--- config.mk ---
export PLATFORM = sky130hd
export DESIGN_NAME = cr_cmd_scheduler
export DESIGN_NICKNAME = d
export VERILOG_FILES = /design/src/rtl/poker_cr_pkg.sv /design/src/rtl/rr_arbiter.sv /design/src/rtl/cr_cmd_scheduler.sv
export SDC_FILE = /design/constraint.sdc
export NUM_CORES = 1
export LEC_CHECK = 0
export BUFFER_PORTS_ARGS = -buffer_cell sky130_fd_sc_hd__buf_2
export CORE_MARGIN = 1
export CORE_UTILIZATION = 45
export CTS_CLUSTER_SIZE = 28
export DETAILED_ROUTE_END_ITERATION = 8
export PLACE_DENSITY = 0.72
export SYNTH_ARGS = -nofsm -noshare
export SYNTH_HDL_FRONTEND = slang
export SYNTH_SLANG_ARGS = --single-unit
export TNS_END_PERCENT = 50
--- constraint.sdc ---
create_clock -name clk -period 6.4 [get_ports clk]
set_clock_uncertainty 0.1 [all_clocks]
set_input_delay 1.28 -clock clk [delete_from_list [all_inputs] [get_ports clk]]
set_output_delay 1.28 -clock clk [all_outputs]
set_load 0.05 [all_outputs]
--- src/rtl/poker_cr_pkg.sv ---
// Shared widths, opcodes and scheduler states for the card-reader command channel.
package poker_cr_pkg;

   localparam int CR_CMD_W   = 3;
   localparam int CR_WDATA_W = 6;
   localparam int CR_RDATA_W = 8;

   typedef enum logic [CR_CMD_W-1:0] {
      CR_NOP     = 3'd0,
      CR_DEAL    = 3'd1,
      CR_PEEK    = 3'd2,
      CR_DISCARD = 3'd3,
      CR_REPLACE = 3'd4,
      CR_BET     = 3'd5,
      CR_ACTION  = 3'd6,
      CR_STATUS  = 3'd7
   } cr_cmd_e;

   typedef enum logic [1:0] {
      IDLE      = 2'd0,
      ISSUE     = 2'd1,
      WAIT_DATA = 2'd2
   } cr_sched_state_e;

endpackage

--- src/rtl/rr_arbiter.sv ---
// Combinational round-robin pick: first requester at or after ptr+1 (mod N) wins.
module rr_arbiter #(
   parameter int N = 3
) (
   input  logic [N-1:0]         req_i,
   input  logic [$clog2(N)-1:0] ptr_i,
   output logic [N-1:0]         gnt_o,
   output logic [$clog2(N)-1:0] idx_o
);

   localparam int IW = $clog2(N);

   logic          found;
   logic [IW-1:0] cand;

   always_comb begin
      gnt_o = '0;
      idx_o = '0;
      found = 1'b0;
      cand  = '0;
      for (int i = 1; i <= N; i++) begin
         cand = IW'((int'(ptr_i) + i) % N);
         if (!found && req_i[cand]) begin
            found        = 1'b1;
            gnt_o[cand]  = 1'b1;
            idx_o        = cand;
         end
      end
   end

endmodule

--- src/rtl/cr_cmd_scheduler.sv ---
// Shares the single card-reader command channel between NUM_REQ requesters,
// one command outstanding at a time, with timeout and game-abort recovery.
module cr_cmd_scheduler
   import poker_cr_pkg::*;
#(
   parameter int NUM_REQ     = 3,
   parameter int TIMEOUT_CYC = 64
) (
   input  logic                          clk,
   input  logic                          rst_n,
   input  logic                          tbl_game_over,
   input  logic [NUM_REQ-1:0]            req_vld,
   input  logic [NUM_REQ*CR_CMD_W-1:0]   req_cmd,
   input  logic [NUM_REQ*CR_WDATA_W-1:0] req_wdata,
   input  logic [NUM_REQ-1:0]            req_rd,
   output logic [NUM_REQ-1:0]            req_gnt,
   output logic [NUM_REQ-1:0]            rsp_vld,
   output logic                          rsp_err,
   output logic [CR_RDATA_W-1:0]         rsp_data,
   output logic                          busy,
   output logic                          cr_cmdvld,
   output logic [CR_CMD_W-1:0]           cr_cmd,
   output logic [CR_WDATA_W-1:0]         cr_wdata,
   input  logic                          cr_ack,
   input  logic [CR_RDATA_W-1:0]         cr_rdata,
   input  logic                          cr_rdatavld
);

   localparam int IDW   = $clog2(NUM_REQ);
   localparam int TMR_W = $clog2(TIMEOUT_CYC);
   localparam logic [TMR_W-1:0] TMR_LAST = TMR_W'(TIMEOUT_CYC - 1);

   cr_sched_state_e         state_q, state_d;
   logic [IDW-1:0]          ptr_q, ptr_d;
   logic [IDW-1:0]          id_q, id_d;
   logic [CR_CMD_W-1:0]     cmd_q, cmd_d;
   logic [CR_WDATA_W-1:0]   wdata_q, wdata_d;
   logic                    rd_q, rd_d;
   logic [TMR_W-1:0]        timer_q, timer_d;
   logic                    cmdvld_q, cmdvld_d;
   logic                    busy_q, busy_d;
   logic [NUM_REQ-1:0]      gnt_q, gnt_d;
   logic [NUM_REQ-1:0]      rsp_vld_q, rsp_vld_d;
   logic                    rsp_err_q, rsp_err_d;
   logic [CR_RDATA_W-1:0]   rsp_data_q, rsp_data_d;

   logic [NUM_REQ-1:0]      arb_gnt;
   logic [IDW-1:0]          arb_idx;
   logic                    expired;

   rr_arbiter #(.N(NUM_REQ)) u_arb (
      .req_i (req_vld),
      .ptr_i (ptr_q),
      .gnt_o (arb_gnt),
      .idx_o (arb_idx)
   );

   assign expired = (timer_q == TMR_LAST);

   always_comb begin
      state_d    = state_q;
      ptr_d      = ptr_q;
      id_d       = id_q;
      cmd_d      = cmd_q;
      wdata_d    = wdata_q;
      rd_d       = rd_q;
      timer_d    = timer_q;
      cmdvld_d   = cmdvld_q;
      gnt_d      = '0;
      rsp_vld_d  = '0;
      rsp_err_d  = 1'b0;
      rsp_data_d = '0;

      case (state_q)
         IDLE: begin
            cmdvld_d = 1'b0;
            if ((|req_vld) && !tbl_game_over) begin
               state_d  = ISSUE;
               id_d     = arb_idx;
               ptr_d    = arb_idx;
               gnt_d    = arb_gnt;
               cmdvld_d = 1'b1;
               timer_d  = '0;
               for (int i = 0; i < NUM_REQ; i++) begin
                  if (arb_gnt[i]) begin
                     cmd_d   = req_cmd[i*CR_CMD_W +: CR_CMD_W];
                     wdata_d = req_wdata[i*CR_WDATA_W +: CR_WDATA_W];
                     rd_d    = req_rd[i];
                  end
               end
            end
         end

         ISSUE: begin
            timer_d = timer_q + 1'b1;
            // Abort beats everything; ack beats a same-cycle timeout.
            if (tbl_game_over || (expired && !cr_ack)) begin
               state_d          = IDLE;
               cmdvld_d         = 1'b0;
               rsp_vld_d[id_q]  = 1'b1;
               rsp_err_d        = 1'b1;
            end else if (cr_ack) begin
               cmdvld_d = 1'b0;
               if (!rd_q) begin
                  state_d         = IDLE;
                  rsp_vld_d[id_q] = 1'b1;
               end else if (cr_rdatavld) begin
                  state_d         = IDLE;
                  rsp_vld_d[id_q] = 1'b1;
                  rsp_data_d      = cr_rdata;
               end else begin
                  state_d = WAIT_DATA;
                  timer_d = '0;
               end
            end
         end

         WAIT_DATA: begin
            timer_d = timer_q + 1'b1;
            if (tbl_game_over || (expired && !cr_rdatavld)) begin
               state_d         = IDLE;
               rsp_vld_d[id_q] = 1'b1;
               rsp_err_d       = 1'b1;
            end else if (cr_rdatavld) begin
               state_d         = IDLE;
               rsp_vld_d[id_q] = 1'b1;
               rsp_data_d      = cr_rdata;
            end
         end

         default: begin
            state_d  = IDLE;
            cmdvld_d = 1'b0;
         end
      endcase

      busy_d = (state_d != IDLE);
   end

   always_ff @(posedge clk or negedge rst_n) begin
      if (!rst_n) begin
         state_q    <= IDLE;
         ptr_q      <= IDW'(NUM_REQ - 1);
         id_q       <= '0;
         cmd_q      <= '0;
         wdata_q    <= '0;
         rd_q       <= 1'b0;
         timer_q    <= '0;
         cmdvld_q   <= 1'b0;
         busy_q     <= 1'b0;
         gnt_q      <= '0;
         rsp_vld_q  <= '0;
         rsp_err_q  <= 1'b0;
         rsp_data_q <= '0;
      end else begin
         state_q    <= state_d;
         ptr_q      <= ptr_d;
         id_q       <= id_d;
         cmd_q      <= cmd_d;
         wdata_q    <= wdata_d;
         rd_q       <= rd_d;
         timer_q    <= timer_d;
         cmdvld_q   <= cmdvld_d;
         busy_q     <= busy_d;
         gnt_q      <= gnt_d;
         rsp_vld_q  <= rsp_vld_d;
         rsp_err_q  <= rsp_err_d;
         rsp_data_q <= rsp_data_d;
      end
   end

   assign req_gnt   = gnt_q;
   assign rsp_vld   = rsp_vld_q;
   assign rsp_err   = rsp_err_q;
   assign rsp_data  = rsp_data_q;
   assign busy      = busy_q;
   assign cr_cmdvld = cmdvld_q;
   assign cr_cmd    = cmd_q;
   assign cr_wdata  = wdata_q;

endmodule

==> run summary, run 1 <==
GLOBAL ROUTE
-------------------------------------------------------------------------------------
Overall overflow remaining after global route                                       0
Wire length of the first global-routing pass                                  7.50 mm
Global router's overall resource usage                                          18.4%
Maximum number of pins on one net before global-route repair                       39
Antenna violations before repair                                                    0
Number of global-route vias before repair                                        1703

CLOCKING
-------------------------------------------------------------------------------------
Number of setup buffers added after CTS                                             0
Clock Tree Buf Depth                                                                2
Clock-pin slew of the registers on the worst-case setup and hold paths          70 ps
Clock tree from TritonCTS                                                         yes
Resized cells post-CTS                                                              0
Sink Count                                                                         38
CTS Root Buffer Type                                                     sky130_fd_sc_hd__clkbuf_8
CTS hold repair buffers                                                             0
Level count of the clock H-tree                                                     2
Clock buffer count from CTS                                                         5
Clock latency at the later pin of the worst-skew pair                          280 ps

SYNTH
-------------------------------------------------------------------------------------
Xor and xnor area share after synthesis                                        0.395%
Largest family of logic cells by synthesized area                        compound AO/OA/AOI/OAI gates
Share of the synthesized area in compound gates (AO/OA/AOI/OAI)                 20.2%
Number of unique standard cell types used by synthesis                             42
Post-synthesis instance area                                                 2220 um2
Area share of the largest cell type after synthesis                             41.8%
Fraction of the yosys area taken by sequential cells                            43.0%
Area leader, netlist                                                     sky130_fd_sc_hd__dfrtp_1
Post-synthesis mux area share                                                   6.38%
Nets in the synthesized netlist                                                   284
Commonest cells in the netlist                                           sky130_fd_sc_hd__dfrtp_1 (37), sky130_fd_sc_hd__inv_1 (19), sky130_fd_sc_hd__a21boi_0 (14), sky130_fd_sc_hd__nand2b_1 (14), sky130_fd_sc_hd__mux2i_1 (13)
Post-synthesis instance total                                                     229
Fraction of registers with async set or reset after synthesis                    100%
Cell types occupying the most area after synthesis                       sky130_fd_sc_hd__dfrtp_1 (42%), sky130_fd_sc_hd__mux2i_1 (5.9%), sky130_fd_sc_hd__ha_1 (5.1%)
Post-synthesis adder-cell area fraction                                         5.08%
Syn avg cell area                                                            9.68 um2
Most repeated cell in the gate-level netlist after synthesis             sky130_fd_sc_hd__dfrtp_1
Ys flop type                                                             sky130_fd_sc_hd__dfrtp_1
Number of enable-type register cells in the synthesized netlist                     0
Simple-Gate Fraction of Synth Area                                              19.4%
Post-synthesis register bit count                                                  38
Warnings, synthesis                                                                 0

POWER AND IR DROP
-------------------------------------------------------------------------------------
Cell Pwr Density                                                           462 nW/um2
Cell Int Power                                                             0.000659 W
Peak VDD IR                                                                  0.232 mV
Leakage power of the design                                                   1.42 nW
Portion of total power attributed to combinational logic                        56.9%
Clock group share of total power                                                14.8%
Sequential power share                                                          28.2%
Power spent charging and discharging nets                                  0.000594 W
Sw Ratio                                                                        47.4%

STA
-------------------------------------------------------------------------------------
Maximum operating frequency                                                 0.296 GHz
Fin crit share                                                                  52.8%
Count of endpoints failing setup in the final report                                0
RSZ-0062 raised after global routing                                            false
Total Negative Setup Slacks                                                      0 ps
Final min period                                                              3380 ps
Post-route worst setup slack                                                  3020 ps
Max-slew violation count                                                            0
Pin slew with the least headroom to its limit                                 1150 ps
Slew HR                                                                         23.4%
Final hold violation count                                                          0

FLOORPLAN
-------------------------------------------------------------------------------------
Initial core utilization                                                        46.9%
Number of rows created at floorplan                                                25
Die height                                                                    72.2 um
Die span in x                                                                 72.2 um
I/O pin total                                                                      72
Core Region                                                                  4720 um2
Total die area                                                               5210 um2

ROUTING
-------------------------------------------------------------------------------------
Final routed wire length divided by cell count                                12.6 um
Final wirelength                                                              4.61 mm
Initial DRC count                                                                 139
First-pass DRT Iterations                                                           5
Via Count                                                                        1930
Number of antenna-violating nets in the routed design                               0
Routed via count divided by cell count                                           5.27
DRC violation count after routing                                                   0

FINISH
-------------------------------------------------------------------------------------
FILL cells                                                                        422
Antenna diode instance count                                                        0
Post-synthesis to final-layout area growth                                      22.4%
Ratio of cells with drive above 1 in the final layout                           28.4%
Layout Nets                                                                       353

RUN STATUS
-------------------------------------------------------------------------------------
Outcome                                                                  complete, no violations

PLACED DESIGN
-------------------------------------------------------------------------------------
Weighted congestion at the end of routability-driven global placement           0.885
Number of buffers added on ports                                                   71
Worst setup timing slack at the placement stage                               2750 ps
Detailed-placement wirelength estimate                                        3.48 mm

SETUP PATH
-------------------------------------------------------------------------------------
Worst setup SP type                                                      primary input
Required time at the worst-slack endpoint                                     6500 ps
Kind of critical path                                                    primary input to flip-flop
Endpoint class of the critical path                                         flip-flop
Worst path arrival time                                                       3480 ps
Worst Path Max Fanout                                                              21

MIN PATH
-------------------------------------------------------------------------------------
Worst Hold Class                                                         flip-flop to flip-flop

FLOW RUN
-------------------------------------------------------------------------------------
Reported max-cap violation count                                                    0

## logic make-up after synthesis
kind of cell | count (synthesis)
DFF | 38
buffers and inverters | 28
and+or+nand+nor | 75
AOI/OAI and AO/OA | 64
xor gates and xnor gates | 1
adders and majority gates | 9
muxes | 14
## layout by cell type (no fill, tap or decap), drive strengths merged, types with 2 or more instances in the layout
cell	netlist	final
buf	4	71
dfrtp	37	37
inv	19	19
nand2b	14	14
a21boi	14	14
o21ai	14	14
mux2i	13	13
and3	13	13
o31ai	12	12
nor2	11	11
and2	10	10
ha	9	9
nand2	8	8
clkbuf	5	8
a21oi	7	7
nand3	4	4
nand3b	4	4
nor3	4	4
nor2b	3	3
o21a	3	3
a31oi	2	2
nor3b	2	2
o221ai	2	2
o21bai	2	2
o32ai	2	2
## per-stage QoR
step	total power (W)	utilization [%]	std cells	area, um2	hold WS (ps)
after floorplan	0.000944	-	229	2220	346
after global placement	0.00106	55.1	358	2600	369
after detailed placement	0.00107	55.1	358	2600	377
after CTS	0.00127	57.4	366	2710	389
after global routing	0.00134	57.4	366	2710	427
final	0.00125	57.4	366	2710	388
## flip-flops by register name, summed over array words and instances, names as in the netlist
| name | count |
|---|---|
| cr_cmd | 3 |
| req_gnt | 3 |
| rsp_err | 1 |
| id_q | 1 |
| rsp_data | 8 |
| timer_q | 6 |
| cr_cmdvld | 1 |
| ptr_q | 2 |
| rd_q | 1 |
| busy | 1 |
| cr_wdata | 6 |
| rsp_vld | 3 |
| state_q | 2 |
## layout make-up
cell class | instances | area, um2 | share of cell area (%)
clock buffers | 8 | 110 | 4.06
inverters | 19 | 71.3 | 2.63
multi-input cells | 163 | 1140 | 42.0
flip-flops and latches | 38 | 952 | 35.1
well taps | 67 | 83.8 | 3.09
repair buffers | 71 | 355 | 13.1
## metal layers
| metal | track usage, % | vias to the layer above | routed length [um] |
|---|---|---|---|
| met5 | 0 | - | 0 |
| li1 | - | 949 | - |
| met4 | 6.75 | 0 | 48 |
| met1 | 24.7 | 901 | 2200 |
| met3 | 3.89 | 4 | 295 |
| met2 | 29.3 | 76 | 2060 |
## power groups by stage
stage / registers (W) / clock network [W] / logic, W
3_5_place_dp: 0.000357 / 0 / 0.000717
6_report: 0.000354 / 0.000186 / 0.000714
4_1_cts: 0.000355 / 0.000192 / 0.000718
2_1_floorplan: 0.000517 / 0 / 0.000427
3_3_place_gp: 0.000359 / 0 / 0.000700
5_1_grt: 0.000363 / 0.000202 / 0.000780
## critical path, cell delays in order
cell                      delay (ps)
sky130_fd_sc_hd__buf_2           140
sky130_fd_sc_hd__mux2i_1         210
sky130_fd_sc_hd__nor2_1           90
sky130_fd_sc_hd__a22o_1          380
sky130_fd_sc_hd__and3_4          270
sky130_fd_sc_hd__nor3_2          810
sky130_fd_sc_hd__mux2i_1         290
## worst paths after layout
path | start | to | slack [ps] | cells after the start
worst min register to register | id_q[1] | rsp_vld[1] | 390 | 1
worst max-delay path | req_vld[1] | cr_wdata[5] | 3020 | 7
worst max register to register | ptr_q[1] | cr_wdata[5] | 3040 | 8
worst min-delay path | id_q[1] | rsp_vld[1] | 390 | 1
max in group asynchronous | rst_n | cr_cmdvld | 4690 | 1
min in group asynchronous | rst_n | rsp_vld[2] | 990 | 1
No activity file was read; power rests on OpenSTA's default activity.
==> run 2: changes to the inputs <==
==> constraint.sdc (replaced) <==
create_clock -name clk -period 3.4 [get_ports clk]
set_clock_uncertainty 0.1 [all_clocks]
set_input_delay 0.68 -clock clk [delete_from_list [all_inputs] [get_ports clk]]
set_output_delay 0.68 -clock clk [all_outputs]
set_load 0.05 [all_outputs]
==> run summary, run 2 (synthesized netlist as in run 1, its figures left out) <==
STA
-------------------------------------------------------------------------------------
RSZ-0062 raised after global routing                                            false   unchanged
Hold Worst Slack                                                               389 ps   was 388 ps
Total Negative Setup Slacks                                                      0 ps   unchanged
Final min period                                                              3050 ps
Count of endpoints failing setup in the final report                                0   unchanged
Slew HR                                                                         32.0%   was 23.4%
Max-slew violation count                                                            0   unchanged
Final hold violation count                                                          0   unchanged
Maximum operating frequency                                                 0.327 GHz
Pin slew with the least headroom to its limit                                 1010 ps   was 1150 ps
Fin crit share                                                                  89.8%

FINISH
-------------------------------------------------------------------------------------
Antenna diode instance count                                                        0   unchanged
Ratio of cells with drive above 1 in the final layout                           29.1%   was 28.4%
Leading cell types in the layout, fill and taps excluded                 sky130_fd_sc_hd__buf_2 (71), sky130_fd_sc_hd__dfrtp_1 (37), sky130_fd_sc_hd__inv_1 (19)   unchanged
Max reg flops                                                                       8   unchanged
Post-synthesis to final-layout area growth                                      22.7%   was 22.4%
Commonest non-fill, non-tap cell in the layout                           sky130_fd_sc_hd__buf_2   unchanged
Layout Nets                                                                       356   was 353
FILL cells                                                                        439   was 422

FLOORPLAN
-------------------------------------------------------------------------------------
I/O pin total                                                                      72   unchanged
Total die area                                                               5210 um2   unchanged
Die height                                                                    72.2 um   unchanged
Die span in x                                                                 72.2 um   unchanged
Number of rows created at floorplan                                                25   unchanged
Core Region                                                                  4720 um2   unchanged
Initial core utilization                                                        46.9%   unchanged

ROUTING
-------------------------------------------------------------------------------------
Routed via count divided by cell count                                           5.09   was 5.27
Final wirelength                                                              4.68 mm   was 4.61 mm
First-pass DRT Iterations                                                           4   was 5
Number of antenna-violating nets in the routed design                               0   unchanged
Final routed wire length divided by cell count                                12.7 um   was 12.6 um
Initial DRC count                                                                 117   was 139
Via Count                                                                        1880   was 1930
DRC violation count after routing                                                   0   unchanged

CLOCKING
-------------------------------------------------------------------------------------
Clock tree from TritonCTS                                                         yes   unchanged
Clock Tree Buf Depth                                                                2   unchanged
Clock-pin slew of the registers on the worst-case setup and hold paths          80 ps   was 70 ps
Clock latency at the later pin of the worst-skew pair                          290 ps   was 280 ps
Sink Count                                                                         38   unchanged
Resized cells post-CTS                                                              0   unchanged
Level count of the clock H-tree                                                     2   unchanged
Clock buffer count from CTS                                                         5   unchanged
Number of setup buffers added after CTS                                             0   unchanged
CTS hold repair buffers                                                             0   unchanged
CTS Root Buffer Type                                                     sky130_fd_sc_hd__clkbuf_8   unchanged

GLOBAL ROUTE
-------------------------------------------------------------------------------------
Antenna violations before repair                                                    0   unchanged
Global router's overall resource usage                                          19.6%   was 18.4%
Maximum number of pins on one net before global-route repair                       39   unchanged
Overall overflow remaining after global route                                       0   unchanged
Wire length of the first global-routing pass                                  7.93 mm   was 7.50 mm
Number of global-route vias before repair                                        1703   unchanged

POWER AND IR DROP
-------------------------------------------------------------------------------------
Cell Pwr Density                                                           873 nW/um2   was 462 nW/um2
Leakage power of the design                                                   1.43 nW   was 1.42 nW
Peak VDD IR                                                                  0.400 mV   was 0.232 mV

SETUP PATH
-------------------------------------------------------------------------------------
Endpoint class of the critical path                                         flip-flop   unchanged
Worst Path Max Fanout                                                              11   was 21
Worst path arrival time                                                       3170 ps   was 3480 ps
Worst setup SP type                                                         flip-flop   was primary input
Kind of critical path                                                    flip-flop to flip-flop   was primary input to flip-flop
Required time at the worst-slack endpoint                                     3510 ps   was 6500 ps

FLOW RUN
-------------------------------------------------------------------------------------
Reported max-cap violation count                                                    0   unchanged

PLACED DESIGN
-------------------------------------------------------------------------------------
Detailed-placement wirelength estimate                                        3.48 mm   about the same
Weighted congestion at the end of routability-driven global placement           0.879   was 0.885
Number of buffers added on ports                                                   71   unchanged

RUN STATUS
-------------------------------------------------------------------------------------
Outcome                                                                  complete, no violations   unchanged

MIN PATH
-------------------------------------------------------------------------------------
Worst Hold Class                                                         primary input to async pin   was flip-flop to flip-flop

run 2: changes by cell type in the layout (fill, tap and decap cells not counted):
cell	delta
sky130_fd_sc_hd__buf_4	+3
sky130_fd_sc_hd__clkbuf_8	-2
sky130_fd_sc_hd__clkinv_2	+1
sky130_fd_sc_hd__clkinvlp_4	+1
run 2: area by class of cell:
type / count / area (um2) / share of cell area (%)
multi-input combinational: 163 / 1140 / 41.9
clock buffer: 6 / 82.6 / 3.04
clock inverter: 2 / 12.5 / 0.460
sequential: 38 / 952 / 35.0
tap: 67 / 83.8 / 3.08
inverter: 19 / 71.3 / 2.62
timing repair buffer: 74 / 378 / 13.9
run 2: power breakdown:
part           leakage (nW)  internal, W  total [W]  switching [W]
Sequential            0.493     0.000587   0.000663      0.0000763
Clock                0.0472     0.000163   0.000325       0.000162
Combinational         0.888     0.000480    0.00138       0.000905
run 2: metrics by stage:
step | std cells | area [um2] | util (%) | power, W | setup WS (ps)
final | 369 | 2720 | 57.6 | 0.00237 | 345
after global routing | 369 | 2720 | 57.6 | 0.00256 | 140
after CTS | 369 | 2720 | 57.6 | 0.00239 | 342
after detailed placement | 361 | 2620 | 55.5 | 0.00205 | 359
after global placement | 361 | 2620 | 55.5 | 0.00204 | 426
after floorplan | 229 | 2220 | - | 0.00178 | 1100
run 2: final timing paths:
check | endpoint | startpoint | slack [ps] | depth (start not counted)
hold reg to reg | rsp_vld[1] | id_q[1] | 390 | 1
min in group clk | rsp_vld[1] | id_q[1] | 390 | 1
max in group asynchronous | ptr_q[0] | rst_n | 2270 | 1
setup / recovery | cr_cmd[0] | ptr_q[1] | 350 | 8
setup reg to reg | cr_cmd[0] | ptr_q[1] | 350 | 8
hold / removal | cr_wdata[4] | rst_n | 390 | 1
run 2: worst max-delay path: stages (launching register included):
cell	delay, ps
sky130_fd_sc_hd__dfstp_2	540
sky130_fd_sc_hd__inv_1	70
sky130_fd_sc_hd__ha_1	460
sky130_fd_sc_hd__nor2b_1	180
sky130_fd_sc_hd__o21ai_1	110
sky130_fd_sc_hd__o21a_1	210
sky130_fd_sc_hd__and3_4	190
sky130_fd_sc_hd__nor3_2	830
sky130_fd_sc_hd__mux2i_1	280
run 2: metal layers:
layer	track usage (%)	vias to the layer above	part of all wire [%]
li1	-	949	-
met1	27.3	847	47
met2	29.4	75	45
met3	4.58	9	5.9
met4	7.84	0	1.7
met5	0	-	0
